===== config.mk =====
export PLATFORM = sky130hd
export DESIGN_NAME = prt_dptx_sts_msg
export DESIGN_NICKNAME = d
export VERILOG_FILES = /design/src/rtl/prt_dptx_sts_msg.sv
export SDC_FILE = /design/constraint.sdc
export NUM_CORES = 1
export LEC_CHECK = 0
export CAP_MARGIN = 30
export CORE_MARGIN = 2
export CORE_UTILIZATION = 54
export DETAILED_ROUTE_END_ITERATION = 16
export PLACE_DENSITY_LB_ADDON = 0.2
export SLEW_MARGIN = 20
export SYNTH_ARGS = -nofsm -noshare
export SYNTH_HDL_FRONTEND = slang
export SYNTH_SLANG_ARGS = --single-unit

===== constraint.sdc =====
create_clock -name CLK_IN -period 2.4 [get_ports CLK_IN]
set_clock_uncertainty 0.1 [all_clocks]
set_input_delay 0.36 -clock CLK_IN [delete_from_list [all_inputs] [get_ports CLK_IN]]
set_output_delay 0.36 -clock CLK_IN [all_outputs]
set_load 0.005 [all_outputs]

===== src/rtl/prt_dptx_sts_msg.sv =====
// DP TX status message master: frames link status and event pulses into two-word messages.
// Optional heartbeat re-send is compiled in with `define PRT_DPTX_STS_HEARTBEAT_EN.
module prt_dptx_sts_msg #(
  parameter int         P_MSG_DAT   = 16,
  parameter logic [7:0] P_MSG_ID    = 8'h00,
  parameter int         P_STS_WIDTH = 8,
  parameter int         P_EVT_WIDTH = 8,
  parameter int         P_HB_PERIOD = 65535
) (
  input  logic                   CLK_IN,
  input  logic                   RST_N_IN,
  input  logic [P_STS_WIDTH-1:0] STS_IN,
  input  logic [P_EVT_WIDTH-1:0] EVT_IN,
  input  logic                   REQ_IN,
  output logic                   MSG_SOM_OUT,
  output logic                   MSG_EOM_OUT,
  output logic [P_MSG_DAT-1:0]   MSG_DAT_OUT,
  output logic                   MSG_VLD_OUT,
  input  logic                   MSG_RDY_IN,
  output logic                   BUSY_OUT
);

  typedef enum logic [1:0] {
    ST_IDLE = 2'd0,
    ST_HDR  = 2'd1,
    ST_DAT  = 2'd2
  } state_t;

  state_t                 state_reg;
  logic [P_STS_WIDTH-1:0] sts_q_reg;
  logic [P_STS_WIDTH-1:0] sts_sent_reg;
  logic [P_EVT_WIDTH-1:0] evt_pend_reg;
  logic                   req_pend_reg;
  logic [7:0]             seq_reg;
  logic [P_MSG_DAT-1:0]   snap_reg;
  logic                   vld_reg;
  logic                   som_reg;
  logic                   eom_reg;
  logic [P_MSG_DAT-1:0]   dat_reg;
  logic [7:0]             sts_ext;
  logic [7:0]             evt_ext;
  logic                   hb_expire;
  logic                   trigger;

  // Both payload bytes are zero-extended to 8 bits regardless of configured widths.
  genvar gi;
  generate
    for (gi = 0; gi < 8; gi++) begin : g_ext
      if (gi < P_STS_WIDTH) begin : g_sts
        assign sts_ext[gi] = sts_q_reg[gi];
      end else begin : g_sts_pad
        assign sts_ext[gi] = 1'b0;
      end
      if (gi < P_EVT_WIDTH) begin : g_evt
        assign evt_ext[gi] = evt_pend_reg[gi];
      end else begin : g_evt_pad
        assign evt_ext[gi] = 1'b0;
      end
    end
  endgenerate

`ifdef PRT_DPTX_STS_HEARTBEAT_EN
  logic [15:0] hb_cnt_reg;

  // Expires on the IDLE clock whose increment would reach P_HB_PERIOD-1, giving a
  // P_HB_PERIOD+1 clock message cadence including the two message clocks.
  assign hb_expire = (state_reg == ST_IDLE) &&
                     ((hb_cnt_reg + 16'd1) == 16'(P_HB_PERIOD - 1));

  always_ff @(posedge CLK_IN or negedge RST_N_IN) begin
    if (!RST_N_IN) begin
      hb_cnt_reg <= '0;
    end else if (state_reg == ST_IDLE) begin
      if (trigger) begin
        hb_cnt_reg <= '0;
      end else begin
        hb_cnt_reg <= hb_cnt_reg + 16'd1;
      end
    end
  end
`else
  logic unused_hb_period;
  assign unused_hb_period = (P_HB_PERIOD != 0);
  assign hb_expire        = 1'b0;
`endif

  assign trigger = (sts_q_reg != sts_sent_reg) | (|evt_pend_reg) | req_pend_reg | hb_expire;

  always_ff @(posedge CLK_IN or negedge RST_N_IN) begin
    if (!RST_N_IN) begin
      state_reg    <= ST_IDLE;
      sts_q_reg    <= '0;
      sts_sent_reg <= '0;
      evt_pend_reg <= '0;
      req_pend_reg <= 1'b0;
      seq_reg      <= '0;
      snap_reg     <= '0;
      vld_reg      <= 1'b0;
      som_reg      <= 1'b0;
      eom_reg      <= 1'b0;
      dat_reg      <= '0;
    end else begin
      sts_q_reg    <= STS_IN;
      evt_pend_reg <= evt_pend_reg | EVT_IN;
      req_pend_reg <= req_pend_reg | REQ_IN;
      case (state_reg)
        ST_IDLE: begin
          if (trigger) begin
            state_reg    <= ST_HDR;
            snap_reg     <= {evt_ext, sts_ext};
            sts_sent_reg <= sts_q_reg;
            // Pulses landing on the snapshot edge belong to the next message.
            evt_pend_reg <= EVT_IN;
            req_pend_reg <= REQ_IN;
            vld_reg      <= 1'b1;
            som_reg      <= 1'b1;
            dat_reg      <= {P_MSG_ID, seq_reg};
          end
        end
        ST_HDR: begin
          if (MSG_RDY_IN) begin
            state_reg <= ST_DAT;
            som_reg   <= 1'b0;
            eom_reg   <= 1'b1;
            dat_reg   <= snap_reg;
          end
        end
        ST_DAT: begin
          if (MSG_RDY_IN) begin
            state_reg <= ST_IDLE;
            vld_reg   <= 1'b0;
            eom_reg   <= 1'b0;
            dat_reg   <= '0;
            seq_reg   <= seq_reg + 8'd1;
          end
        end
        default: begin
          state_reg <= ST_IDLE;
          vld_reg   <= 1'b0;
          som_reg   <= 1'b0;
          eom_reg   <= 1'b0;
          dat_reg   <= '0;
        end
      endcase
    end
  end

  assign MSG_VLD_OUT = vld_reg;
  assign MSG_SOM_OUT = som_reg;
  assign MSG_EOM_OUT = eom_reg;
  assign MSG_DAT_OUT = dat_reg;
  assign BUSY_OUT    = (state_reg != ST_IDLE);

endmodule


==> impl_metrics.json, run 1 <==
{
  "dp_hpwl_mm": 4.19,
  "portBuffers": 39,
  "nets": 320,
  "dpl_worst_slack_ps": 249,
  "register_area_um2": 1550,
  "synth_most_common_cell": "dfrtp_1",
  "relSlewSlack_pct": 60.7,
  "vias_per_cell": 5.67,
  "ys_warn_count": 0,
  "rsz0062_at_grt": "false",
  "netlist_instances": 249,
  "dr.first_iter.drc_count": 178,
  "finalCritPeriodShare_pct": 89.7,
  "worst_pin_slew_ps": 588,
  "startpoint_type": "register",
  "syn_to_final_growth_pct": 24.8,
  "hold_class": "in2reg",
  "route.met3.wl_um": 313,
  "rrSetupSlack_ps": 250,
  "drtAntennaViolNets": 0,
  "synth_enable_flop_cells": 0,
  "root_buffer": "clkbuf_8",
  "synth_area_leaders": "dfrtp_1 54%, mux2_2 5.9%, mux2i_1 5.6%",
  "antenna_found_initial": 0,
  "core_um2": 5110,
  "clkLatencyLatePin_ps": 340,
  "drive_gt1_share_pct": 18.4,
  "fp.dieW_um": 76.7,
  "r2r_cells": 5,
  "grt_util_all_layers_pct": 22.1,
  "layout_setup_ws_ps": 248,
  "power_density_nw_per_um2": 1190,
  "row_count": 26,
  "largest_register_ff_count": 16,
  "grt_pass1_wl_mm": 10.1,
  "synth-seq-cells": 62,
  "vias": 2122,
  "fmax_ghz": 0.465,
  "routed_wl_mm": 5.81,
  "routabilityCongestion": 0.803,
  "drc": 0,
  "top_layer": "met4",
  "placed_cells": 357,
  "r2r_end": "snap_reg[12]$_DFFE_PN0P_",
  "setup_viol": 0,
  "synth_commonest_cells": "62 x dfrtp_1, 41 x nand2_1, 16 x mux2i_1",
  "wl_met1_mm": 2.78,
  "grt_pass1_vias": 2025,
  "endpoint": "snap_reg[12]$_DFFE_PN0P_",
  "yosysUniqueCellTypes": 33,
  "ios": 40,
  "arrival_ps": 2270,
  "cts_resized": 0,
  "cts_tree": "built",
  "h-tree-depth": 3,
  "synth_area_leader_cell": "dfrtp_1",
  "yosys_most_used_dff": "dfrtp_1",
  "utilization_pct": 69.7,
  "status": "completed",
  "drt-pass1-iter-count": 4,
  "wl_met2_mm": 2.59,
  "final_max_slew_viol_count": 0,
  "crit_type": "reg2reg",
  "cp.required_ps": 2520,
  "overflow": 0,
  "wl_per_cell_um": 15.5,
  "end_kind": "register",
  "synth_fp_nets": 270,
  "fillCellCount": 399,
  "placed_cell_area_um2": 3360,
  "clock_path_buffers": 2,
  "grt_max_degree": 38,
  "final_cell_area_um2": 3560,
  "dieArea_um2": 5880,
  "synthArstFlopShare_pct": 100,
  "ys_seq_area_share_pct": 54.4,
  "finalSetupTns_ps": 0,
  "synth_area_um2": 2850,
  "num_antenna_cells": 0,
  "period_needed_ps": 2150,
  "postCtsSetupBuffers": 0,
  "startpoint": "sts_sent_reg[6]$_DFFE_PN0P_",
  "stdcell_count": 374,
  "crit_fanout": 15,
  "irDropWorstVdd_uv": 641,
  "cts_sinks": 62,
  "cap_violations": 0,
  "synth.top_cell.area_share_pct": 54.4,
  "multi_input_area_um2": 1230,
  "initial_core_util_pct": 55.9,
  "clk_pin_slew_worst_paths_ps": 70,
  "die_height_um": 76.7,
  "cts_made_buffers": 9,
  "synth.avg_cell_area_um2": 11.5,
  "p_leak_uw": 0.00145,
  "r2r-start": "sts_sent_reg[6]$_DFFE_PN0P_",
  "hold_viol_final": 0
}
## critical path, cell delays in order (launching register included)
cell and delay (ps):
dfrtp_1 410, xor2_1 190, or4b_4 560, o31ai_4 170, buf_4 250, mux2_2 360
## routing by layer
metal	up-vias	track usage, %
met4	0	8.73
li1	1009	-
met1	1035	34.0
met3	14	5.06
met5	-	0
met2	64	30.4
## report_power, final
group / switching [µW] / leakage (µW) / internal (µW) / total [µW]
logic: 713 / 0.000620 / 873 / 1590
registers: 370 / 0.000737 / 1420 / 1790
clock network: 400 / 0.0000883 / 475 / 875
## area by class of cell
type / count / area share, %
inverter: 3 / 0.316
timing repair buffer: 53 / 13.8
clock buffer: 10 / 3.58
sequential: 62 / 43.6
multi-input combinational: 170 / 34.5
clock inverter: 6 / 1.76
tap: 70 / 2.46
## cells in the final DEF (no fill, tap or decap), types with 4 or more instances in the layout
master | synthesis | final
dfrtp_1 | 62 | 62
nand2_1 | 41 | 41
clkdlybuf4s50_1 | 0 | 38
mux2i_1 | 16 | 16
mux2_2 | 15 | 15
buf_4 | 0 | 13
nand3_1 | 12 | 12
xnor2_1 | 11 | 11
a21o_1 | 9 | 9
clkbuf_8 | 0 | 9
o221ai_1 | 8 | 8
or4_1 | 8 | 8
o221a_2 | 8 | 8
o211ai_1 | 8 | 8
nor2_1 | 6 | 5
nand4_1 | 5 | 5
xor2_1 | 4 | 4
## through the flow
stage / total power [µW] / hold slack (ps)
floorplan: 2720 / -35.6
global placement: 3340 / 275
detailed placement: 3390 / 275
CTS: 4270 / 352
global route: 4540 / 356
finish: 4250 / 356
## worst min path at each step
stage / from / cells after the start / end / slack, ps
after floorplan: RST_N_IN / 0 / MSG_DAT_OUT[0]$_DFFE_PN0P_ / -40
final: STS_IN[4] / 1 / sts_ext[4]$_DFF_PN0_ / 360
after global routing: STS_IN[7] / 1 / sts_ext[7]$_DFF_PN0_ / 360
after global placement: RST_N_IN / 2 / seq_reg[3]$_DFFE_PN0P_ / 270
after CTS: STS_IN[4] / 1 / sts_ext[4]$_DFF_PN0_ / 350
after detailed placement: RST_N_IN / 2 / seq_reg[3]$_DFFE_PN0P_ / 280
## cells by family after synthesis
| logic type | count (synthesis) | synth area share (%) |
|---|---|---|
| DFF | 62 | 54.4 |
| muxes | 31 | 11.5 |
| AOI/OAI and AO/OA | 41 | 12.5 |
| buffers and inverters | 17 | 2.67 |
| xor gates and xnor gates | 15 | 4.60 |
| and+or+nand+nor | 82 | 13.9 |
| adders and majority gates | 1 | 0.438 |
## repair_timing
| item | CTS | global route |
|---|---|---|
| setup endpoints to repair | 0 | 0 |
| hold endpoints to repair | 34 | 0 |
| hold buffers | 1 | 0 |
Power figures use the tool's default switching activity.
==> run 2, diff against run 1 <==
CAP_MARGIN = 20   (was 30)
==> results of run 2 <==
No change in the layout: final DEF, timing and power equal those of run 1.
==> run 3, diff against run 2 <==
CELL_PAD_IN_SITES_DETAIL_PLACEMENT = 1   (was default)
CELL_PAD_IN_SITES_GLOBAL_PLACEMENT = 1   (was default)
CORE_UTILIZATION = 50   (was 54)
DONT_BUFFER_PORTS = 1   (was default)
==> impl_metrics.json, run 3 (synthesis results as in run 1) <==
{
  "cts_sinks": 62,
  "power_frac_seq_pct": 46.4,
  "arrival_ps": 2310,
  "status": "completed",
  "clock_path_buffers": 2,
  "swShare_pct": 39.0,
  "switching_power_uw": 1550,
  "finalSetupTns_ps": 0,
  "setup_viol": 0,
  "hold_viol_final": 0,
  "fmax_ghz": 0.459,
  "fillCellCount": 564,
  "dp_hpwl_mm": 4.58,
  "layout_commonest_cell": "dfrtp_1",
  "multi_input_area_um2": 1230,
  "dr.first_iter.drc_count": 198,
  "wl_per_cell_um": 20.6,
  "syn_to_final_growth_pct": 16.4,
  "irDropWorstVdd_uv": 799,
  "dpl_worst_slack_ps": 246,
  "postCtsSetupBuffers": 0,
  "power_density_nw_per_um2": 1200,
  "stdcell_count": 349,
  "crit_path_max_incr_delay_ps": 480,
  "cap_violations": 0,
  "initial_core_util_pct": 51.8,
  "grt_util_all_layers_pct": 25.3,
  "dieArea_um2": 6330,
  "h-tree-depth": 3,
  "clkLatencyLatePin_ps": 350,
  "vias": 2046,
  "cts_made_buffers": 9,
  "placed_cells": 315,
  "drc": 0,
  "cts_tree": "built",
  "antenna_found_initial": 0,
  "ios": 40,
  "crit_fanout": 18,
  "path_cells": "nor4_1 -> nand4_1 -> o31ai_4 -> buf_12 -> mux2_2",
  "drt-pass1-iter-count": 4,
  "hold_class": "in2reg",
  "die_height_um": 79.6,
  "final_max_slew_viol_count": 0,
  "cp_num_buf_inv": 1,
  "core_um2": 5510,
  "routed_wl_mm": 7.18,
  "ctsHoldBuffers": 16,
  "finalCritPeriodShare_pct": 90.8,
  "pwr-share-clk_pct": 19.9,
  "rsz0062_at_grt": "false",
  "grt_pass1_wl_mm": 11.8,
  "cts_resized": 0,
  "crit_slowest_cell": "nor4_1",
  "relSlewSlack_pct": 58.4,
  "end_kind": "register",
  "grt_max_degree": 63,
  "nets": 293,
  "worst_pin_slew_ps": 622,
  "row_count": 27,
  "overflow": 0,
  "routabilityCongestion": 0.809,
  "register_area_um2": 1550,
  "p_int_uw": 2430,
  "num_antenna_cells": 0,
  "power.share.combinational_pct": 33.6,
  "drtAntennaViolNets": 0,
  "fp.dieW_um": 79.6,
  "drive_gt1_share_pct": 19.1,
  "p_leak_uw": 0.00136,
  "period_needed_ps": 2180,
  "startpoint_type": "register",
  "vias_per_cell": 5.86,
  "crit_family": "simple AND/OR/NAND/NOR gates",
  "cp.required_ps": 2530,
  "portBuffers": 0,
  "root_buffer": "clkbuf_8",
  "crit_type": "reg2reg",
  "clk_pin_slew_worst_paths_ps": 70,
  "largest_register_ff_count": 16,
  "layout_setup_ws_ps": 221,
  "final_cell_mix": "62 x dfrtp_1, 41 x nand2_1, 17 x dlygate4sd3_1",
  "grt_pass1_vias": 2191
}
==> run 3: changes by cell type in the layout (fill, tap and decap cells not counted), sizes merged <==
cell | before | now
clkdlybuf4s50 | 38 | 0
clkinvlp | 3 | 1
buf | 14 | 9
bufinv | 1 | 0
clkinv | 2 | 6
dlygate4sd3 | 1 | 17
clkbuf | 10 | 9
==> run 3: stage by stage <==
step           instance area [µm²]  util [%]  total power [µW]  hold slack [ps]
6_report                      3320      60.3              3980             20.7
2_1_floorplan                 2850         -              2720            -35.6
3_5_place_dp                  2960      53.7              3140            -34.3
4_1_cts                       3300      60.0              3980             2.95
5_1_grt                       3320      60.3              4230             11.3
3_3_place_gp                  2960      53.7              3060            -33.9
==> run 3: layout make-up <==
class,instances,share of cell area [%]
well taps,72,2.71
multi-input cells,170,37.1
flip-flops and latches,62,46.7
clock buffers,9,3.73
repair buffers,26,8.14
inverters,3,0.339
clock inverters,7,1.24
==> run 3: power groups by stage <==
stage	clock network [µW]	logic, µW	registers, µW
after global routing	859	1470	1910
after detailed placement	0	1280	1860
final	793	1340	1850
after global placement	0	1240	1830
after floorplan	0	1040	1680
after CTS	808	1330	1840
==> run 3: worst paths after layout <==
check                           depth (start not counted)  slack (ps)                   start                       to
worst max register to register                          5         220    evt_ext[6]$_DFF_PN0_  snap_reg[9]$_DFFE_PN0P_
max in group asynchronous                               2        1500                RST_N_IN     sts_ext[4]$_DFF_PN0_
worst max-delay path                                    5         220    evt_ext[6]$_DFF_PN0_  snap_reg[9]$_DFFE_PN0P_
worst min register to register                          1         390  seq_reg[7]$_DFFE_PN0P_   seq_reg[7]$_DFFE_PN0P_
worst min-delay path                                    1          20               EVT_IN[2]     evt_ext[2]$_DFF_PN0_
min in group asynchronous                               2         430                RST_N_IN   seq_reg[3]$_DFFE_PN0P_
==> run 3: metal layers <==
layer	vias up	wire length, µm	global-route usage, %
li1	959	-	-
met1	1031	3290	34.5
met2	46	3460	38.5
met3	10	301	6.33
met4	0	125	10.3
met5	-	0	0
